==> src/rtl/lcd_pkg.sv <==
// lcd_pkg: shared LCD byte constants, writer FSM states and BCD-to-ASCII helper
package lcd_pkg;
  localparam logic [7:0] ASCII_ZERO = 8'h30;
  localparam logic [7:0] ASCII_COLON = 8'h3A;
  localparam logic [7:0] ASCII_QMARK = 8'h3F;
  localparam logic [7:0] LCD_SET_DDRAM = 8'h80;
  localparam logic [7:0] LCD_LINE2_BASE = 8'h40;
  localparam logic [3:0] ITEM_LAST = 4'd8;
  typedef enum logic [2:0] {IDLE, LOAD, STROBE, WAIT_LOW, WAIT_HIGH} state_t;
  function automatic logic [7:0] bcd_ascii(input logic [3:0] d);
    return d > 4'd9 ? ASCII_QMARK : ASCII_ZERO | {4'd0, d};
  endfunction
endpackage

==> src/rtl/lcd_time_writer_if.sv <==
// lcd_time_writer_if: writer-to-lcd_disp_interface handshake (data, send_data, ins_data out; ready back)
interface lcd_time_writer_if;
  logic [7:0] data;
  logic send_data;
  logic ins_data;
  logic ready;
  modport master(output data, output send_data, output ins_data, input ready);
  modport slave(input data, input send_data, input ins_data, output ready);
endinterface

==> src/rtl/lcd_time_item_sel.sv <==
// lcd_time_item_sel: item index 0-8 + BCD snapshot -> LCD byte (DDRAM address or HH:MM:SS char) and is_char (RS)
module lcd_time_item_sel import lcd_pkg::*; #(
  parameter int START_COL = 4
) (
  input  logic [3:0]  idx,
  input  logic [23:0] snap,
  output logic [7:0]  item_byte,
  output logic        is_char
);
  logic [3:0] digit;
  always_comb begin
    case (idx)
      4'd1: digit = snap[23:20];
      4'd2: digit = snap[19:16];
      4'd4: digit = snap[15:12];
      4'd5: digit = snap[11:8];
      4'd7: digit = snap[7:4];
      default: digit = snap[3:0];
    endcase
    is_char = idx != 4'd0;
    item_byte = !is_char ? (LCD_SET_DDRAM | {4'd0, 4'(START_COL)}) :
                (idx == 4'd3 || idx == 4'd6) ? ASCII_COLON : bcd_ascii(digit);
  end
endmodule

==> src/rtl/lcd_time_writer.sv <==
// lcd_time_writer: snapshots time_bcd on update and writes address + 8 chars through lcd (master), reporting busy/frame_done/err
module lcd_time_writer import lcd_pkg::*; #(
  parameter int START_COL = 4,
  parameter int ACK_TIMEOUT = 1000000
) (
  input  logic                clk,
  input  logic                rst,
  input  logic [23:0]         time_bcd,
  input  logic                update,
  lcd_time_writer_if.master   lcd,
  output logic                busy,
  output logic                frame_done,
  output logic                err
);
  localparam int CW = $clog2(ACK_TIMEOUT + 1);
  state_t state, state_n;
  logic [3:0] idx, idx_n;
  logic [23:0] snap, snap_n;
  logic [CW-1:0] cnt, cnt_n;
  logic [7:0] item_byte, data_n;
  logic is_char, ins_n, send_n, pending, pending_n, busy_n, frame_done_n, err_n;
  lcd_time_item_sel #(.START_COL(START_COL)) u_sel (
    .idx(idx),
    .snap(snap),
    .item_byte(item_byte),
    .is_char(is_char)
  );
  always_ff @(posedge clk or posedge rst)
    if (rst) begin
      state <= IDLE;
      idx <= '0;
      snap <= '0;
      cnt <= '0;
      pending <= 1'b0;
      lcd.data <= '0;
      lcd.ins_data <= 1'b0;
      lcd.send_data <= 1'b0;
      busy <= 1'b0;
      frame_done <= 1'b0;
      err <= 1'b0;
    end else begin
      state <= state_n;
      idx <= idx_n;
      snap <= snap_n;
      cnt <= cnt_n;
      pending <= pending_n;
      lcd.data <= data_n;
      lcd.ins_data <= ins_n;
      lcd.send_data <= send_n;
      busy <= busy_n;
      frame_done <= frame_done_n;
      err <= err_n;
    end
  always_comb begin
    state_n = state;
    idx_n = idx;
    snap_n = snap;
    cnt_n = cnt;
    pending_n = pending | update;
    data_n = lcd.data;
    ins_n = lcd.ins_data;
    send_n = 1'b0;
    busy_n = busy;
    frame_done_n = 1'b0;
    err_n = err;
    case (state)
      IDLE:
        if (update || pending) begin
          state_n = LOAD;
          snap_n = time_bcd;
          pending_n = 1'b0;
          err_n = 1'b0;
          idx_n = '0;
          busy_n = 1'b1;
        end
      LOAD:
        if (lcd.ready) begin
          state_n = STROBE;
          data_n = item_byte;
          ins_n = is_char;
          send_n = 1'b1;
        end
      STROBE: begin
        cnt_n = '0;
        state_n = WAIT_LOW;
      end
      WAIT_LOW:
        if (!lcd.ready) state_n = WAIT_HIGH;
        else if (cnt == CW'(ACK_TIMEOUT - 1)) begin
          err_n = 1'b1;
          busy_n = 1'b0;
          state_n = IDLE;
        end else cnt_n = cnt + CW'(1);
      WAIT_HIGH:
        if (lcd.ready) begin
          if (idx == ITEM_LAST) begin
            frame_done_n = 1'b1;
            busy_n = 1'b0;
            state_n = IDLE;
          end else begin
            idx_n = idx + 4'd1;
            state_n = LOAD;
          end
        end
      default: state_n = IDLE;
    endcase
  end
endmodule

==> src/flat_wrapper.sv <==
// flat-port wrapper written by rule: the top's interface ports become plain ports
module lcd_time_writer_flat import lcd_pkg::*;
#(
  parameter int START_COL = 4,
  parameter int ACK_TIMEOUT = 1000000
)
  (clk, rst, time_bcd, update, busy, frame_done, err, lcd_data, lcd_send_data, lcd_ins_data, lcd_ready);
  lcd_time_writer_if lcd_i ();
  input  logic clk;
  input  logic rst;
  input  logic [23:0] time_bcd;
  input  logic update;
  output logic busy;
  output logic frame_done;
  output logic err;
  output wire logic [$bits(lcd_i.data)-1:0] lcd_data;
  output wire logic [$bits(lcd_i.send_data)-1:0] lcd_send_data;
  output wire logic [$bits(lcd_i.ins_data)-1:0] lcd_ins_data;
  input wire logic [$bits(lcd_i.ready)-1:0] lcd_ready;
  assign lcd_data = lcd_i.data;
  assign lcd_send_data = lcd_i.send_data;
  assign lcd_ins_data = lcd_i.ins_data;
  assign lcd_i.ready = lcd_ready;
  lcd_time_writer #(.START_COL(START_COL), .ACK_TIMEOUT(ACK_TIMEOUT)) u_core (.clk(clk), .rst(rst), .time_bcd(time_bcd), .update(update), .lcd(lcd_i), .busy(busy), .frame_done(frame_done), .err(err));
endmodule
==> config.mk <==
export PLATFORM = sky130hd
export DESIGN_NAME = lcd_time_writer_flat
export DESIGN_NICKNAME = d
export VERILOG_FILES = /design/src/rtl/lcd_pkg.sv /design/src/rtl/lcd_time_writer_if.sv /design/src/rtl/lcd_time_item_sel.sv /design/src/rtl/lcd_time_writer.sv /design/src/flat_wrapper.sv
export SDC_FILE = /design/constraint.sdc
export NUM_CORES = 1
export LEC_CHECK = 0
export BUFFER_PORTS_ARGS = -buffer_cell sky130_fd_sc_hd__buf_2
export CAP_MARGIN = 20
export CELL_PAD_IN_SITES_DETAIL_PLACEMENT = 1
export CELL_PAD_IN_SITES_GLOBAL_PLACEMENT = 1
export CORE_MARGIN = 1.5
export CORE_UTILIZATION = 35
export CTS_BUF_LIST = sky130_fd_sc_hd__clkbuf_4 sky130_fd_sc_hd__clkbuf_8 sky130_fd_sc_hd__clkbuf_16
export CTS_CLUSTER_DIAMETER = 150
export DETAILED_ROUTE_END_ITERATION = 7
export GPL_TIMING_DRIVEN = 0
export PLACE_DENSITY_LB_ADDON = 0.2
export RECOVER_POWER = 100
export SYNTH_ARGS = -nofsm -noshare
export SYNTH_HDL_FRONTEND = slang
export SYNTH_SLANG_ARGS = --single-unit
==> constraint.sdc <==
create_clock -name clk -period 6.15 [get_ports clk]
set_input_delay 0.615 -clock clk [delete_from_list [all_inputs] [get_ports clk]]
set_output_delay 0.615 -clock clk [all_outputs]
set_load 0.01 [all_outputs]
Word level (Yosys, flattened, before mapping)
Cells that the tools add are included.

Output and inout bits: 13. Input port bits: 28. Register bits after elaboration: 65.

Bitwise operators: 1. Mux-type cells: 35. Equal/unequal tests: 22. $add $sub $neg: 2. Order comparisons: 1. Reduce and logical (&&, ||, !) cells: 15.

Operators with widths (count): 20-bit 2-to-1 mux (2); 20-bit one-hot mux with 2 select lines (1); 20-bit by 1-bit adder with 20-bit output (second input constant) (1); 20-bit == test (second input constant) (1); 4-bit 2-to-1 mux (5); 4-bit one-hot mux with 5 select lines (1); 4-bit by 3-bit == test with 1-bit output (second input constant) (4); 1-bit 2-to-1 mux (16); 3-bit 2-to-1 mux (5); 3-bit one-hot mux with 5 select lines (1); 4-bit AND reduction (3); 2-bit inequality test (second input constant) (5); 4-bit by 2-bit == test with 1-bit output (second input constant) (2); 8-bit 2-to-1 mux (1); 4-bit one-hot mux with 2 select lines (1); 3-bit by 2-bit == test with 1-bit output (second input constant) (2); 2-bit by 1-bit inequality test with 1-bit output (second input constant) (3); 6-bit AND reduction (1); 2-bit nonzero test (3); 4-bit by 1-bit adder with 4-bit output (second input constant) (1); 4-bit by 1-bit == test with 1-bit output (second input constant) (1); 4-bit == test (second input constant) (1); 4-bit > comparator (second input constant) (1); 2-bit AND reduction (2); other kinds (11) (12).

Longest topological paths before layout
Depth after elaboration: 6. Mapped depth: 8. Gate-level depth less buffers: 7.

Hierarchy
Synthesis repeated with hierarchy kept, for this count alone.

Cell total of the unflattened synthesis: 321. Area total of the unflattened synthesis: 3392.0 µm².

Modules (own cells, without submodules): lcd_time_writer (cells an instance 267, instances 1, area each 2967.8 µm², seq. area each 1626.6 µm²); lcd_time_item_sel (cells an instance 54, instances 1, area each 424.2 µm², seq. area each 0.0 µm²).

Worst setup path after synthesis
OpenSTA, ideal clock, no wires.

Path type: register to register. From: reg u_core.idx[1]. To: reg u_core.lcd.data[1]. Stages on the path, launching flop included: 9. Data arrival time: 1.802 ns. Buffers on the path: 1. Required time: 6.027 ns. Setup time: 0.123 ns. Clock period less this slack: 1.925 ns. Path slack: 4.225 ns. Path through: dfrtp_1 > inv_1 > ha_1 > buf_2 > nor3_1 > or3_1 > a211o_1 > a211oi_1 > o21ai_1.

Word-level cells in the longest chain between the ends: 6.

RTL lines: from (decl) (line lcd_time_writer.sv:17) `logic [3:0] idx, idx_n;`; from (signal assigned) (line lcd_time_writer.sv:43) `idx <= idx_n;`; 4-bit by 3-bit == test with 1-bit output, or another cell as far along (line lcd_time_item_sel.sv:12) `case (idx)`; 4-bit one-hot mux with 5 select lines (line lcd_time_item_sel.sv:12); 4-bit > comparator (line lcd_pkg.sv:11) `return d > 4'd9 ? ASCII_QMARK : ASCII_ZERO | {4'd0, d};`; 4-bit 2-to-1 mux (line lcd_pkg.sv:11); 4-bit 2-to-1 mux (line lcd_time_item_sel.sv:22) `(idx == 4'd3 || idx == 4'd6) ? ASCII_COLON : bcd_ascii(digit);`; 8-bit 2-to-1 mux * (line lcd_time_item_sel.sv:21) `item_byte = !is_char ? (LCD_SET_DDRAM | {4'd0, 4'(START_COL)}) :`; to (signal assigned) (line lcd_time_writer.sv:47) `lcd.data <= data_n;`; to (decl) (line lcd_time_writer_if.sv:7) `modport master(output data, output send_data, output ins_data, input ready);`.

Mark *: on every way between the ends. The rest lies on a longest branch, timed or not. A chain may end at the register's enable or synchronous reset.

==> impl_metrics.prom <==
# TYPE chip_impl_metric gauge
chip_impl_metric{name="hold_buffers",unit=""} 0
chip_impl_metric{name="wire_length_after_detailed_routing",unit="µm"} 7560
chip_impl_metric{name="iteration_0_drc_markers",unit=""} 75
chip_impl_metric{name="cts_buffers",unit=""} 9
chip_impl_metric{name="reg2regPathDepth",unit=""} 7
chip_impl_metric{name="ys_async_sr_fraction",unit="%"} 100
chip_impl_metric{name="max-cap-violations",unit=""} 1
chip_impl_info{name="violations",value="capacitance limit, slew limit"} 1
chip_impl_info{name="rsz0062_at_grt",value="false"} 1
chip_impl_metric{name="number_of_buffers_added_for_setup_after_cts",unit=""} 0
chip_impl_metric{name="critical_path_peak_fanout",unit=""} 33
chip_impl_metric{name="clk_latency",unit="ps"} 340
chip_impl_metric{name="place_area",unit="µm²"} 3490
chip_impl_metric{name="grt_pass1_vias",unit=""} 2695
chip_impl_metric{name="power.density",unit="nW/µm²"} 402
chip_impl_metric{name="internal_cell_power",unit="µW"} 939
chip_impl_metric{name="synth_area_per_cell",unit="µm²"} 9.18
chip_impl_metric{name="finalMaxSlewViolations",unit=""} 34
chip_impl_metric{name="die_height",unit="µm"} 97.9
chip_impl_metric{name="std_cell_rows",unit=""} 34
chip_impl_metric{name="period_share",unit="%"} 45.4
chip_impl_info{name="setup.worst_path.class",value="input port to async pin"} 1
chip_impl_metric{name="finalNetCount",unit=""} 426
chip_impl_metric{name="path_clk_slew",unit="ps"} 70
chip_impl_metric{name="hold_ws",unit="ps"} 463
chip_impl_info{name="timing.hold.worst.class",value="input port to flop"} 1
chip_impl_metric{name="clock_tree.buffer_depth",unit=""} 2
chip_impl_metric{name="grt_util_all_layers",unit="%"} 17.3
chip_impl_metric{name="timing.final.crit_period",unit="ps"} 2790
chip_impl_metric{name="number_of_inserted_diodes",unit=""} 0
chip_impl_metric{name="routedWlPerCell",unit="µm"} 14.9
chip_impl_metric{name="post_route_cells_drive_above_1_share",unit="%"} 14.1
chip_impl_metric{name="die_x",unit="µm"} 97.9
chip_impl_metric{name="timing.final.hold_violations",unit=""} 0
chip_impl_metric{name="switching_share",unit="%"} 35.8
chip_impl_metric{name="finalSetupViolations",unit=""} 0
chip_impl_metric{name="total_leakage_power",unit="µW"} 0.00167
chip_impl_metric{name="area_taken_by_flip_flops_and_latches",unit="µm²"} 1550
chip_impl_metric{name="finalClockSkew",unit="ps"} 6.34
chip_impl_info{name="layout_commonest_cell",value="nand2_1"} 1
chip_impl_metric{name="final_area",unit="µm²"} 3640
chip_impl_metric{name="vdd_drop_max",unit="mV"} 0.196
chip_impl_metric{name="worstPathArrival",unit="ps"} 2900
chip_impl_metric{name="pwr-share-seq",unit="%"} 40.8
chip_impl_metric{name="grt_start_max_net_pins",unit=""} 34
chip_impl_metric{name="detailroute.via_count",unit=""} 2622
chip_impl_info{name="setup.worst_path.start",value="rst"} 1
chip_impl_metric{name="post_cts_resized",unit=""} 0
chip_impl_metric{name="syn_nets",unit=""} 376
chip_impl_metric{name="grt_first_pass_wirelength",unit="µm"} 13300
chip_impl_info{name="min-delay-start",value="time_bcd[15]"} 1
chip_impl_info{name="run_status",value="complete, but fails checks"} 1
chip_impl_metric{name="power_frac_clock",unit="%"} 29.2
chip_impl_metric{name="area_growth_syn_to_layout",unit="%"} 15.6
chip_impl_metric{name="postRouteAntennaNets",unit=""} 0
chip_impl_metric{name="multi_input_area",unit="µm²"} 1410
chip_impl_metric{name="net-switching-power",unit="µW"} 524
chip_impl_metric{name="numClockSinks",unit=""} 62
chip_impl_metric{name="detailedRoute.firstPassIterationCount",unit=""} 4
chip_impl_info{name="clk_root_buffer_cell",value="clkbuf_8"} 1
chip_impl_metric{name="setup-tns-final",unit="ps"} 0
chip_impl_metric{name="drc",unit=""} 0
chip_impl_metric{name="power",unit="µW"} 1460
chip_impl_metric{name="critical_path_required",unit="ps"} 6260
chip_impl_metric{name="yosysUniqueCellTypes",unit=""} 55
chip_impl_info{name="r2r_start",value="u_core.state[0]"} 1
chip_impl_metric{name="synth-edff-count",unit=""} 0
chip_impl_metric{name="grt_overflow",unit=""} 0
chip_impl_metric{name="regToRegSetupSlack",unit="ps"} 3670
chip_impl_info{name="critical_path.endpoint_type",value="async pin"} 1
chip_impl_metric{name="fin_ws",unit="ps"} 3360
chip_impl_metric{name="comb_power_share",unit="%"} 30.0
chip_impl_metric{name="n_fill_cell",unit=""} 1023
chip_impl_metric{name="post_synth_inst_count",unit=""} 343
chip_impl_metric{name="sequential_cell_area_fraction_in_the_yosys_report",unit="%"} 49.3
chip_impl_metric{name="route.detailed.vias_per_inst",unit=""} 5.18
chip_impl_metric{name="ios",unit=""} 41
chip_impl_metric{name="post-place-ws",unit="ps"} 3960
chip_impl_info{name="worst_r2r_endpoint",value="u_core.snap[11]"} 1
chip_impl_metric{name="max_clock_freq",unit="GHz"} 0.358
chip_impl_info{name="cts_tree",value="built"} 1
chip_impl_metric{name="syn_area",unit="µm²"} 3150
chip_impl_metric{name="max_slew_margin",unit="%"} -19.1
chip_impl_info{name="layout.cells.most_common_list",value="89 x nand2_1, 62 x dfrtp_1, 30 x buf_2"} 1
chip_impl_metric{name="yosys_warnings",unit=""} 0
chip_impl_metric{name="clock_tree.htree_level_count",unit=""} 3
chip_impl_metric{name="ys_ff_latch",unit=""} 62
chip_impl_metric{name="die_area",unit="µm²"} 9580
chip_impl_metric{name="antenna_found_initial",unit=""} 0
chip_impl_metric{name="gpl.final_weighted_congestion",unit=""} 0.757
chip_impl_metric{name="io_buffers",unit=""} 38
chip_impl_metric{name="starting_utilization_of_the_core_area",unit="%"} 36.1
chip_impl_info{name="worstSetupStartpointType",value="input port"} 1
chip_impl_metric{name="worst-slew-pin-transition",unit="ps"} 1790
chip_impl_info{name="synthFlopType",value="dfrtp_1"} 1
chip_impl_metric{name="detailedPlacementHpwl",unit="µm"} 5320
chip_impl_info{name="setup.worst_path.end",value="u_core.err"} 1
chip_impl_metric{name="placeableCoreArea",unit="µm²"} 8720
## power groups by stage
| stage | Combinational, µW | Sequential [µW] | Clock (µW) |
|---|---|---|---|
| 2_1_floorplan | 326 | 593 | 0 |
| 3_3_place_gp | 450 | 602 | 0 |
| 3_5_place_dp | 466 | 604 | 0 |
| 4_1_cts | 469 | 598 | 439 |
| 5_1_grt | 516 | 615 | 459 |
| 6_report | 439 | 597 | 427 |
## flip-flops by register name, summed over array words and instances, names as in the netlist
name and count:
u_core.busy 1, u_core.cnt 20, u_core.err 1, u_core.frame_done 1, u_core.idx 4, u_core.lcd.data 6
u_core.lcd.send_data 1, u_core.pending 1, u_core.snap 24, u_core.state 3
## metal layers
| metal | global-route usage [%] | part of all wire, % | routed length [µm] |
|---|---|---|---|
| met1 | 24.8 | 51 | 3870 |
| met2 | 26.1 | 45 | 3370 |
| met3 | 4.29 | 3.5 | 261 |
| met4 | 4.73 | 0.70 | 53 |
| met5 | 0 | 0 | 0 |
## per-stage QoR
stage,cells,utilization (%)
2_1_floorplan,343,-
6_report,506,41.8
3_5_place_dp,490,40.1
4_1_cts,506,42.8
5_1_grt,506,41.8
3_3_place_gp,489,39.8
## Yosys cell counts, types with 3 or more instances
cell type	number	area, µm²
inv_1	9	33.8
a21oi_1	17	85.1
o2111ai_1	3	26.3
a22oi_1	4	30.0
buf_2	7	35.0
nand2_1	89	334
a211oi_1	4	30.0
o21ai_0	12	60.1
nor3_1	5	25.0
or3_1	12	75.1
dfrtp_1	62	1550
o21ai_1	6	30.0
xor2_1	5	43.8
buf_4	5	37.5
clkbuf_1	5	18.8
nand3b_1	3	22.5
nor3b_1	3	22.5
ha_1	5	62.6
nand4_1	4	25.0
xnor2_1	4	35.0
nor2_1	22	82.6
and2_1	3	18.8
nand3_1	11	55.1
## cells by family after synthesis
kind of cell,after synthesis,synth area share [%]
AND/OR/NAND/NOR,172,27.2
AO/OA/AOI/OAI,66,14.3
flip-flops,62,49.3
multiplexers,1,0.318
buffers and inverters,27,4.33
other,1,0.119
XOR/XNOR,9,2.50
adder cells (fa/ha/maj),5,1.99
## how the worst min path moves through the flow
stage | endpoint | slack [ps] | cells after the start
6_report | u_core.snap[15] | 460 | 3
3_5_place_dp | u_core.snap[12] | 460 | 2
2_1_floorplan | u_core.snap[13] | 450 | 2
5_1_grt | u_core.state[2] | 450 | 2
3_3_place_gp | u_core.lcd.data[3] | 450 | 2
4_1_cts | u_core.lcd.data[7] | 390 | 2
## area by class of cell
cell class                      instances  area share (%)
Inverter                                9           0.928
Timing Repair Buffer                   39            4.95
Buffer                                 18            2.47
Sequential cell                        62            42.6
Multi-Input combinational cell        254            38.8
Tap cell                              108            3.71
Clock buffer                           13            4.74
Clock inverter                          3            1.79
## critical path: stages
cell	delay, ps
buf_2	90
inv_1	810
clkbuf_1	1360
No activity file was read; power rests on OpenSTA's default activity.
